<file path="config.mk">
export PLATFORM = sky130hd
export DESIGN_NAME = alu_seq_top
export DESIGN_NICKNAME = d
export VERILOG_FILES = /design/src/rtl/alu_pkg.sv /design/src/rtl/alu_core.sv /design/src/rtl/alu_seq_top.sv
export SDC_FILE = /design/constraint.sdc
export NUM_CORES = 1
export LEC_CHECK = 0
export BUFFER_PORTS_ARGS = -buffer_cell sky130_fd_sc_hd__buf_2
export CORE_MARGIN = 1.5
export CORE_UTILIZATION = 45
export DETAILED_ROUTE_END_ITERATION = 7
export HOLD_SLACK_MARGIN = 0.05
export PLACE_DENSITY = 0.72
export SLEW_MARGIN = 15
export SYNTH_ARGS = -nofsm -noshare
export SYNTH_HDL_FRONTEND = slang
export SYNTH_HIERARCHICAL = 1
export SYNTH_SLANG_ARGS = --single-unit
</file>
<file path="constraint.sdc">
create_clock -name clock -period 4.2 [get_ports clock]
set_clock_uncertainty 0.15 [all_clocks]
set_input_delay 1.26 -clock clock [delete_from_list [all_inputs] [get_ports clock]]
set_output_delay 1.26 -clock clock [all_outputs]
set_load 0.02 [all_outputs]
</file>
<file path="src/rtl/alu_pkg.sv">
// Shared definitions for the sequenced ALU: opcode values, load-FSM encoding,
// and bit positions inside the flag and button vectors.
package alu_pkg;

    localparam logic [5:0] OP_ADD = 6'b100000;
    localparam logic [5:0] OP_SUB = 6'b100010;
    localparam logic [5:0] OP_AND = 6'b100100;
    localparam logic [5:0] OP_OR  = 6'b100101;
    localparam logic [5:0] OP_XOR = 6'b100110;
    localparam logic [5:0] OP_NOR = 6'b100111;
    localparam logic [5:0] OP_SRA = 6'b000011;
    localparam logic [5:0] OP_SRL = 6'b000010;

    typedef enum logic [1:0] {
        ST_IDLE  = 2'd0,
        ST_GOT_A = 2'd1,
        ST_GOT_B = 2'd2,
        ST_DONE  = 2'd3
    } state_e;

    // o_flags = {N, Z, C, V}
    localparam int FLAG_N = 3;
    localparam int FLAG_Z = 2;
    localparam int FLAG_C = 1;
    localparam int FLAG_V = 0;

    localparam int BTN_A  = 2;
    localparam int BTN_B  = 1;
    localparam int BTN_OP = 0;

endpackage

</file>
<file path="src/rtl/alu_core.sv">
// Purely combinational ALU: (A, B, OP) -> result, carry/borrow, signed overflow
// and an illegal-opcode indication. Shifts act on A by B's low log2(NB_DATA) bits.
module alu_core #(
    parameter int NB_DATA = 6,
    parameter int NB_OP   = 6
) (
    input  logic [NB_DATA-1:0] a_i,
    input  logic [NB_DATA-1:0] b_i,
    input  logic [NB_OP-1:0]   op_i,
    output logic [NB_DATA-1:0] result_o,
    output logic               carry_o,
    output logic               overflow_o,
    output logic               illegal_o
);
    import alu_pkg::*;

    localparam int NB_SH = $clog2(NB_DATA);
    localparam int MSB   = NB_DATA - 1;

    logic [NB_SH-1:0] shamt;
    logic [NB_DATA:0] sum_ext;
    logic [NB_DATA:0] diff_ext;

    assign shamt    = b_i[NB_SH-1:0];
    assign sum_ext  = {1'b0, a_i} + {1'b0, b_i};
    // The extra MSB of the difference is the borrow out of an unsigned subtract.
    assign diff_ext = {1'b0, a_i} - {1'b0, b_i};

    // NOTE: every output gets a default first so no path through the case infers a latch.
    always_comb begin
        result_o   = '0;
        carry_o    = 1'b0;
        overflow_o = 1'b0;
        illegal_o  = 1'b0;
        case (op_i)
            NB_OP'(OP_ADD): begin
                result_o   = sum_ext[NB_DATA-1:0];
                carry_o    = sum_ext[NB_DATA];
                overflow_o = (a_i[MSB] == b_i[MSB]) && (sum_ext[MSB] != a_i[MSB]);
            end
            NB_OP'(OP_SUB): begin
                result_o   = diff_ext[NB_DATA-1:0];
                carry_o    = diff_ext[NB_DATA];
                overflow_o = (a_i[MSB] != b_i[MSB]) && (diff_ext[MSB] != a_i[MSB]);
            end
            NB_OP'(OP_AND): result_o = a_i & b_i;
            NB_OP'(OP_OR):  result_o = a_i | b_i;
            NB_OP'(OP_XOR): result_o = a_i ^ b_i;
            NB_OP'(OP_NOR): result_o = ~(a_i | b_i);
            NB_OP'(OP_SRA): result_o = $signed(a_i) >>> shamt;
            NB_OP'(OP_SRL): result_o = a_i >> shamt;
            default:        illegal_o = 1'b1;
        endcase
    end

endmodule

</file>
<file path="src/rtl/alu_seq_top.sv">
// Board-facing ALU sequencer: synchronizes and debounces three load buttons,
// loads A/B/OP from shared switches under an order-checking FSM, registers the result.
module alu_seq_top
    import alu_pkg::*;
#(
    parameter int NB_DATA         = 6,
    parameter int NB_OP           = 6,
    parameter int DEBOUNCE_CYCLES = 4,
    parameter int STRICT_ORDER    = 1
) (
    input  logic               clock,
    input  logic               reset,
    input  logic [NB_DATA-1:0] i_sw,
    input  logic [2:0]         i_buttons,
    output logic [NB_DATA-1:0] o_led,
    output logic [3:0]         o_flags,
    output logic               o_valid,
    output logic               o_err,
    output logic [1:0]         o_state
);

    localparam int CNT_W  = (DEBOUNCE_CYCLES > 1) ? $clog2(DEBOUNCE_CYCLES) : 1;
    localparam bit STRICT = (STRICT_ORDER != 0);

    // Two-flop synchronizer: the buttons are asynchronous to clock.
    logic [2:0] sync1_q, sync2_q;

    always_ff @(posedge clock) begin
        if (reset) begin
            sync1_q <= '0;
            sync2_q <= '0;
        end else begin
            // NOTE: non-blocking so sync2_q takes the previous sync1_q, forming a real two-stage chain.
            sync1_q <= i_buttons;
            sync2_q <= sync1_q;
        end
    end

    logic [2:0] pulse;

    for (genvar g = 0; g < 3; g++) begin : g_btn
        logic             lvl_q, lvl_d, prev_q;
        logic [CNT_W-1:0] cnt_q, cnt_d;

        always_comb begin
            lvl_d = lvl_q;
            cnt_d = '0;
            if (DEBOUNCE_CYCLES == 0) begin
                lvl_d = sync2_q[g];
            end else if (sync2_q[g] != lvl_q) begin
                if (cnt_q == CNT_W'(DEBOUNCE_CYCLES - 1)) lvl_d = sync2_q[g];
                else                                      cnt_d = cnt_q + 1'b1;
            end
        end

        always_ff @(posedge clock) begin
            if (reset) begin
                lvl_q  <= 1'b0;
                prev_q <= 1'b0;
                cnt_q  <= '0;
            end else begin
                lvl_q  <= lvl_d;
                prev_q <= lvl_q;
                cnt_q  <= cnt_d;
            end
        end

        assign pulse[g] = lvl_q & ~prev_q;
    end

    state_e             state_q, state_d;
    logic [NB_DATA-1:0] a_q, a_d, b_q, b_d;
    logic [NB_OP-1:0]   op_q, op_d;
    logic               exec_q, exec_d;
    logic [NB_DATA-1:0] led_q, led_d;
    logic [3:0]         flags_q, flags_d;
    logic               valid_q, valid_d;
    logic               err_q, err_d;

    logic [NB_DATA-1:0] alu_result;
    logic               alu_carry, alu_ovf, alu_illegal;
    logic               multi_press;

    alu_core #(
        .NB_DATA (NB_DATA),
        .NB_OP   (NB_OP)
    ) u_alu_core (
        .a_i        (a_q),
        .b_i        (b_q),
        .op_i       (op_q),
        .result_o   (alu_result),
        .carry_o    (alu_carry),
        .overflow_o (alu_ovf),
        .illegal_o  (alu_illegal)
    );

    assign multi_press = (pulse[0] & pulse[1]) | (pulse[0] & pulse[2]) | (pulse[1] & pulse[2]);

    always_comb begin
        state_d = state_q;
        a_d     = a_q;
        b_d     = b_q;
        op_d    = op_q;
        exec_d  = 1'b0;
        led_d   = led_q;
        flags_d = flags_q;
        valid_d = valid_q;
        err_d   = err_q;

        // Result update happens the edge after OP is loaded; a coincident A/B load below wins on o_valid.
        if (exec_q) begin
            valid_d = 1'b1;
            flags_d = '0;
            if (alu_illegal) begin
                led_d           = '0;
                flags_d[FLAG_Z] = 1'b1;
                err_d           = 1'b1;
            end else begin
                led_d           = alu_result;
                flags_d[FLAG_N] = alu_result[NB_DATA-1];
                flags_d[FLAG_Z] = (alu_result == '0);
                flags_d[FLAG_C] = alu_carry;
                flags_d[FLAG_V] = alu_ovf;
            end
        end

        if (multi_press) begin
            err_d = 1'b1;
        end else if (pulse[BTN_A]) begin
            a_d     = i_sw;
            state_d = ST_GOT_A;
            valid_d = 1'b0;
        end else if (pulse[BTN_B]) begin
            if (STRICT && (state_q == ST_IDLE || state_q == ST_DONE)) begin
                err_d = 1'b1;
            end else begin
                b_d     = i_sw;
                state_d = ST_GOT_B;
                valid_d = 1'b0;
            end
        end else if (pulse[BTN_OP]) begin
            if (STRICT && state_q != ST_GOT_B) begin
                err_d = 1'b1;
            end else begin
                op_d    = i_sw[NB_OP-1:0];
                state_d = ST_DONE;
                exec_d  = 1'b1;
            end
        end
    end

    always_ff @(posedge clock) begin
        if (reset) begin
            state_q <= ST_IDLE;
            a_q     <= '0;
            b_q     <= '0;
            op_q    <= '0;
            exec_q  <= 1'b0;
            led_q   <= '0;
            flags_q <= '0;
            valid_q <= 1'b0;
            err_q   <= 1'b0;
        end else begin
            state_q <= state_d;
            a_q     <= a_d;
            b_q     <= b_d;
            op_q    <= op_d;
            exec_q  <= exec_d;
            led_q   <= led_d;
            flags_q <= flags_d;
            valid_q <= valid_d;
            err_q   <= err_d;
        end
    end

    assign o_led   = led_q;
    assign o_flags = flags_q;
    assign o_valid = valid_q;
    assign o_err   = err_q;
    assign o_state = state_q;

endmodule
</file>
# Yosys cells after proc, flatten, opt, wreduce, memory -nomap -nowiden
# Cells that the tools add are included.
dict set report word_totals {
  in_bits 11
  regBits 51
  elab_cells 117
  output_inout_bits 14
}
dict set report classes {
  shifts 2
  addsub 5
  bitwise 24
  reduce_logical 18
  n_eq_ne 22
  n_mux 26
}
# operator count
set ops {}
lappend ops {{one-hot mux 6 bit (8 select lines)} 1}
lappend ops {{equality test 6 bit (second input constant)} 6}
lappend ops {{2-to-1 mux 1 bit} 16}
lappend ops {{equality test 6 x 2 -> 1 bit (second input constant)} 2}
lappend ops {{2-to-1 mux 2 bit} 6}
lappend ops {{NOT 1 bit} 12}
lappend ops {{OR reduction 3 bit} 3}
lappend ops {{equality test 2 bit (second input constant)} 4}
lappend ops {{AND reduction 2 bit} 4}
lappend ops {{AND reduction 4 bit} 2}
lappend ops {{OR reduction 8 bit} 1}
lappend ops {{adder 6 x 6 -> 7 bit} 1}
lappend ops {{subtractor 6 x 6 -> 7 bit} 1}
lappend ops {{adder 2 x 1 -> 2 bit (second input constant)} 3}
lappend ops {{bitwise AND 1 bit} 6}
lappend ops {{bitwise AND 6 bit} 1}
lappend ops {{logical NOT 6 bit} 1}
lappend ops {{2-to-1 mux 6 bit} 1}
lappend ops {{!= test 1 bit} 6}
lappend ops {{!= test 3 bit (second input constant)} 2}
lappend ops {{NOT 6 bit} 1}
lappend ops {{OR 6 bit} 1}
lappend ops {{right shift 6 x 3 -> 6 bit} 1}
lappend ops {{>>> shifter 6 x 3 -> 6 bit} 1}
lappend ops {{other kinds (11)} 14}

# Longest topological paths before layout
# Gate-level depths: netlist (run 1).
dict set report depth {
  ltp_word 9
  ltp_mapped 12
}

# Modules after synthesis
# The synthesis (run 1) kept the hierarchy.
# mod n_inst seq_area_each_um2 area_each_um2 cells_per_inst
set modules_own_cells {}
lappend modules_own_cells {alu_seq_top 1 1001.0 1833.0 183}
lappend modules_own_cells {alu_core 1 0.0 1199.9 168}

# Least setup slack after synthesis (run 1)
# OpenSTA, ideal clock, no wires.
dict set report synth_path {
  path_kind {flip-flop to flip-flop}
  startpoint {register b_q[1]}
  endpoint {register flags_q[2], in the netlist o_flags[2]}
  path_stages_with_launch 13
  t_required_ns 3.985
  setup_slack_ns 1.034
  synth_period_minus_slack_ns 3.166
  arrival_time_ns 2.951
  cell_sequence {dfxtp_1 > clkbuf_1 > inv_1 > ha_1 > a21o_1 > and4_4 > or4_4 > nand4_1 > o211ai_2 > or4_1 > o31ai_1 > o21ai_0 > nor2_1}
}
# element line
set synth_lines {}
lappend synth_lines {{start: declaration} alu_seq_top.sv:72} ;# logic [NB_DATA-1:0] a_q, a_d, b_q, b_d;
lappend synth_lines {{start signal: assignment} alu_seq_top.sv:156} ;# b_q <= '0;
lappend synth_lines {{start signal: assignment} alu_seq_top.sv:166} ;# b_q <= b_d;
lappend synth_lines {{subtractor 6 x 6 -> 7 bit (tied with other cells)} alu_core.sv:27} ;# assign diff_ext = {1'b0, a_i} - {1'b0, b_i};
lappend synth_lines {{one-hot mux 6 bit (8 select lines) (*)} alu_core.sv:35} ;# case (op_i)
lappend synth_lines {{via alu_result[5]} alu_seq_top.sv:80} ;# logic [NB_DATA-1:0] alu_result;
lappend synth_lines {{logical NOT 6 bit (*)} alu_seq_top.sv:121} ;# flags_d[FLAG_Z] = (alu_result == '0);
lappend synth_lines {{2-to-1 mux 1 bit (*)} alu_seq_top.sv:114} ;# if (alu_illegal) begin
lappend synth_lines {{end signal: assignment} alu_seq_top.sv:170} ;# flags_q <= flags_d;
lappend synth_lines {{end: declaration} alu_seq_top.sv:76} ;# logic [3:0] flags_q, flags_d;
# Mark *: on every way through the listed nets, which the timed path passes. The rest lies on a longest branch.
# A chain may end at the register's enable or synchronous reset.

# Final worst setup path (run 1)
# Same ends and word-level chain as after synthesis.

==> run metrics, run 1 <==
DIE AREA 7240 um2; largest cells by area after synthesis dfxtp_1 (33%), mux2i_1 (9.6%), ha_1 (9.1%); gr ovfl total 0; fraction of layout cells with a size suffix above 1 around an eighth; CTS clk-pin slew, worst paths roughly 0.1 ns; post-cts gate resize count 0; max_cap viols 0; Top Usage Layer GRT met2; Synth Area in Simple Gates a little over a fifth; post-CTS setup repair buffer count 0; status finished with violations; post-synthesis sequential area ratio 33.0%; area delta synth->final 7.43%; hold_ws 0.272 ns; clk_lat worst skew between 0.3 and 0.4 ns; top_reg_cell synth dfxtp_1; Synth Area in Compound Gates between 10% and 20%; cts hold-fix bufs 0; DR DRC count 1; main combinational cell family by area after synthesis simple AND/OR/NAND/NOR gates; DR vias between 2000 and 2500; Setup crit end kind flop; Worst Setup Start Kind flop; post-synth top area cell dfxtp_1; Tightest Pin Transition around 0.8 ns; IO buf count 24; Crit path required time ~4.3 ns; root buf cell clkbuf_8; Final Hold Violating Endpoints 0; top cell type's share of synthesized area between 30% and 40%; GRT met1 Usage between 20% and 30%; CTS buffer count 5; RSZ-0062 raised after global routing false; arrival time at the worst endpoint approximately 3.4 ns; Final nets ~400; Max Fanout on Critical Path 14; ANT cells 0; initial DRC count 165; mux share of post-synthesis cell area 11.8%; Synth cell types 52; Leak Pwr between 1 and 1.5 nW; Routed WL ~6500 um; Yosys reg bits 50; met2 Use GR between 30% and 40%; Post-synth EDFFs 0; hold crit path type reg2reg; post-route ant nets 0; CTS HTree Levels 2; P per Cell Area 244 nW/um2; initial antenna violation count 0; synth cell count leaders dfxtp_1 (50), nor2_1 (46), mux2i_1 (29); Final Slew Violations 0; DR vias/cell between 5 and 6; die height 85.1 um; xor/xnor share of the synthesized area around 3.8%; CTS Sinks 50; Relative slew margins a little under half; leading cell type by number of instances after synthesis dfxtp_1; GR Util met3 approximately 3.4%; TritonCTS clock tree built; placed cell area 3160 um2; Netlist Area Pre-Place a little over 3000 um2; num rows 29; Synthesized Nets slightly below 400; syn avg cell area 8.64 um2; Total GRT Usage a little under a fifth; DRT Pass-1 Iters 8; CORE AREA between 6000 and 7000 um2; first-pass GRT wire length 10900 um; Worst VDD drop around 0.21 mV; Die Span X roughly 85 um; Final HPWL DP around 4800 um; Syn. warnings 6; Crit Path Category reg2reg; min Tclk post-route about 3.3 ns; Final GP Congestion approximately 0.9; Layout Utilization 50.7%; Placed Instances approximately 430; Routed WL per cell around 15 um; Final Non-Filler Cells 441; Async SR Flop Fraction 0%; largest net degree at the start of global routing 48; Setup WS pre-CTS 0.887 ns; Synth Instances approximately 350; vias in the first global route 2310; Highest Clock Rate 299 MHz; Finish-stage setup viols 0; crit share post-route around 80%; Synth Area in Adders between 10% and 20%; Clock Path Buffers 2; Final Worst Setup Slack ~0.86 ns; initial core utilization around 47%; Design Power slightly below 0.8 mW; io pins 25; TNS Setup 0 ns; Final Cell Area around 3300 um2; violated checks DRC
==> worst max-delay path, cell delays in order (launching register included) <==
cell      delay, ns
dfxtp_1        0.65
inv_1          0.21
ha_1           0.36
a21o_1         0.21
and4_4         0.20
or4_4          0.48
nand4_1        0.13
o211ai_2       0.10
or4_1          0.41
o31ai_1        0.19
o21ai_0        0.11
nor2_1         0.09
==> metal layers <==
| layer | up-vias | wire [um] |
|---|---|---|
| li1 | 1225 | - |
| met1 | 1154 | 2980 |
| met2 | 65 | 3130 |
| met3 | 11 | 249 |
| met4 | 0 | 122 |
| met5 | - | 0 |
==> sequential cells by signal (all words and copies together), names as in the netlist <==
signal        flops
a_q               6
b_q               6
exec_q            1
g_btn.cnt_q       6
g_btn.lvl_q       3
g_btn.prev_q      3
o_err             1
o_flags           3
o_led             6
o_state           2
o_valid           1
op_q              6
sync1_q           3
sync2_q           3
==> cell families (layout without fill, tap and decap cells) <==
family / Yosys count / in the layout
adder cells (fa/ha/maj): 24 / 24
multiplexers: 33 / 33
buffers and inverters: 46 / 59
flip-flops: 50 / 50
AO/OA/AOI/OAI: 61 / 61
AND/OR/NAND/NOR: 124 / 124
XOR/XNOR: 13 / 13
==> power by group <==
part / total (mW) / internal [mW] / switching (mW)
registers: 0.479 / 0.477 / 0.00147
clock network: 0.299 / 0.124 / 0.175
logic: 0.0176 / 0.00671 / 0.0109
==> cells in the final DEF, fill, tap and decap left out, types with 2 or more instances in the layout <==
cell	n
nand2_1	13
nand3_1	9
a31oi_1	2
nand4_1	3
buf_2	24
nor2_1	46
a21oi_1	23
o21ai_0	10
ha_1	22
o22ai_1	4
clkbuf_8	5
nor3b_1	2
inv_1	26
o31ai_1	2
or3_1	6
mux2_2	2
mux2i_1	29
clkinv_4	2
a211oi_1	2
nor2b_1	20
nor3_1	7
dfxtp_1	50
nand2b_1	7
fa_1	2
a211o_1	2
nand3b_1	2
o21bai_1	3
xnor2_1	13
mux4_2	2
==> worst paths after layout <==
check,to,depth (start not counted),from,slack (ns)
min,g_btn[0].cnt_q[0],1,g_btn[0].cnt_q[0],0.27
min reg2reg,g_btn[0].cnt_q[0],1,g_btn[0].cnt_q[0],0.27
max,o_flags[2],11,b_q[1],0.86
max reg2reg,o_flags[2],11,b_q[1],0.86
==> final cells by class <==
cell class	instances	area (um2)
Timing Repair Buffer	25	128
Clock buffer	5	68.8
Clock inverter	3	28.8
Sequential cell	50	1000
Inverter	26	97.6
Multi-Input combinational cell	255	1840
Fill cell	599	3160
Tap cell	77	96.3
(Power assumes the default switching activity.)
==> run 2, diff against run 1 <==
--- a/config.mk
+++ b/config.mk
@@ -10,7 +10,7 @@
 export CORE_UTILIZATION = 45
 export DETAILED_ROUTE_END_ITERATION = 7
 export HOLD_SLACK_MARGIN = 0.05
-export PLACE_DENSITY = 0.72
+export PLACE_DENSITY = 0.74
 export SLEW_MARGIN = 15
 export SYNTH_ARGS = -nofsm -noshare
 export SYNTH_HDL_FRONTEND = slang
==> constraint.sdc (replaced) <==
create_clock -name clock -period 3 [get_ports clock]
set_clock_uncertainty 0.15 [all_clocks]
set_input_delay 0.9 -clock clock [delete_from_list [all_inputs] [get_ports clock]]
set_output_delay 0.9 -clock clock [all_outputs]
set_load 0.02 [all_outputs]
==> run metrics, run 2 (synthesis gave the netlist of run 1 again) <==
status completed; initial core utilization 47.2% (unchanged); TNS Setup 0 ns (unchanged); Final GP Congestion 0.962 (+7.7%); max_cap viols 0 (unchanged); hold crit path type reg2reg; commonest non-fill, non-tap cell in the layout dfxtp_1; area delta synth->final 10.8%; family with the most delay on the worst path simple AND/OR/NAND/NOR gates; DR vias/cell 5.61 (+0.72%); ANT cells 0 (unchanged); post-CTS setup repair buffer count 0 (unchanged); Worst path slowest cell or4_4; Routed WL 6660 um (+2.6%); Max Fanout on Critical Path 3 (-11); Highest Clock Rate 350 MHz (+17%); Worst VDD drop 0.313 mV (+47%); TritonCTS clock tree built; Critical Path, Cell by Cell inv_1, ha_4, a21o_1, and4_4, or4_4, nand4_1, o211ai_2, or4_1, o31ai_1, o21ai_0, nor2_1; Total GRT Usage 19.2% (+0.45 points); RSZ-0062 raised after global routing false; min Tclk post-route 2.85 ns (-0.487 ns); Die Span X 85.1 um (unchanged); first-pass GRT wire length 11200 um (+2.7%); Relative slew margins 48.5% (+1.9 points); root buf cell clkbuf_8; Worst Setup Start Kind flop; cts hold-fix bufs 0 (unchanged); Crit Path Category reg2reg; Critical Path Source a_q[1]; io pins 25 (unchanged); Final nets 410 (+3.0%); post-cts gate resize count 0 (unchanged); largest net degree at the start of global routing 45 (-6.3%); DR DRC count 0 (-1); CTS buffer count 5 (unchanged); Finish-stage setup viols 0 (unchanged); Layout Utilization 52.3% (+1.6 points); crit share post-route 95.1% (+16 points); Crit path required time 3.10 ns (-1.20 ns); Clock Path Buffers 2 (unchanged); reg-to-reg critical path startpoint a_q[1]; DIE AREA 7240 um2 (unchanged); initial antenna violation count 0 (unchanged); num rows 29 (unchanged); CTS Sinks 50 (unchanged); Final Slew Violations 0 (unchanged); CTS clk-pin slew, worst paths 0.10 ns (about the same); die height 85.1 um (unchanged); clk_lat worst skew 0.30 ns (about the same); Routed WL per cell 14.7 um (-0.14%); post-route ant nets 0 (unchanged); IO buf count 24 (unchanged); fraction of layout cells with a size suffix above 1 16.0% (+3.3 points); vias in the first global route 2414 (+4.5%); Setup crit end kind flop; HP Start g_btn[0].cnt_q[0]; arrival time at the worst endpoint 2.95 ns (-0.49 ns); DRT Pass-1 Iters 5 (-3); initial DRC count 141 (-15%); crit path buf inv count 1 (unchanged); CORE AREA 6420 um2 (unchanged); Tightest Pin Transition 0.773 ns (-0.0280 ns); Leak Pwr 1.40 nW (+4.8%); gr ovfl total 0 (unchanged); CTS HTree Levels 2 (unchanged); DR vias 2540 (+3.5%); commonest non-fill, non-tap cells in the layout dfxtp_1 (50), nor2_1 (46), mux2i_1 (29); Final Hold Violating Endpoints 0 (unchanged); Final HPWL DP 4950 um (+3.1%); slowest stage delay, CP 0.48 ns (-0.17 ns); P per Cell Area 330 nW/um2 (+35%)
run 2: final cells by class:
class	instances	area, um2
flip-flops and latches	50	1000
well taps	77	96.3
multi-input cells	255	1850
clock buffers	5	68.8
inverters	26	97.6
clock inverters	3	26.3
repair buffers	37	218
fillers	595	3060
run 2: worst reg2reg max path, delay by kind of cell, from the launching register on:
family          cells  cell delay [ns]
simple gates        5             1.29
compound gates      4             0.61
buf+inv             1             0.18
fa+ha+maj           1             0.24
flops               1             0.32
run 2: through the flow:
stage                     instance area [um2]  setup slack, ns  power [mW]  cells  hold slack [ns]
after floorplan                          3040           0.0212       0.700    351            0.247
after global placement                   3250            0.184       0.711    445            0.256
after detailed placement                 3250           0.0998       0.712    445            0.268
after CTS                                3350           0.0920        1.12    453            0.283
after global routing                     3360          0.00552        1.15    453            0.303
final                                    3360            0.146        1.11    453            0.279
run 2: worst paths after layout:
check,slack [ns],cells after the start,endpoint
max,0.15,11,o_flags[2]
min,0.28,1,g_btn[0].cnt_q[0]
max reg2reg,0.15,11,o_flags[2]
min reg2reg,0.28,1,g_btn[0].cnt_q[0]
run 2: routing by layer:
metal | GRT usage [%] | up-vias | wire length (um)
met5 | 0 | - | 0
met4 | 6.71 | 0 | 157
met3 | 3.40 | 15 | 322
met2 | 32.4 | 83 | 3190
met1 | 24.7 | 1192 | 2990
li1 | - | 1250 | -
run 2: report_power, final:
part           leakage [nW]  internal [mW]  switching, mW  total (mW)
logic                 0.945         0.0103         0.0164      0.0267
registers             0.404          0.668        0.00215       0.670
clock network        0.0491          0.172          0.239       0.411
total                  1.40          0.850          0.257        1.11
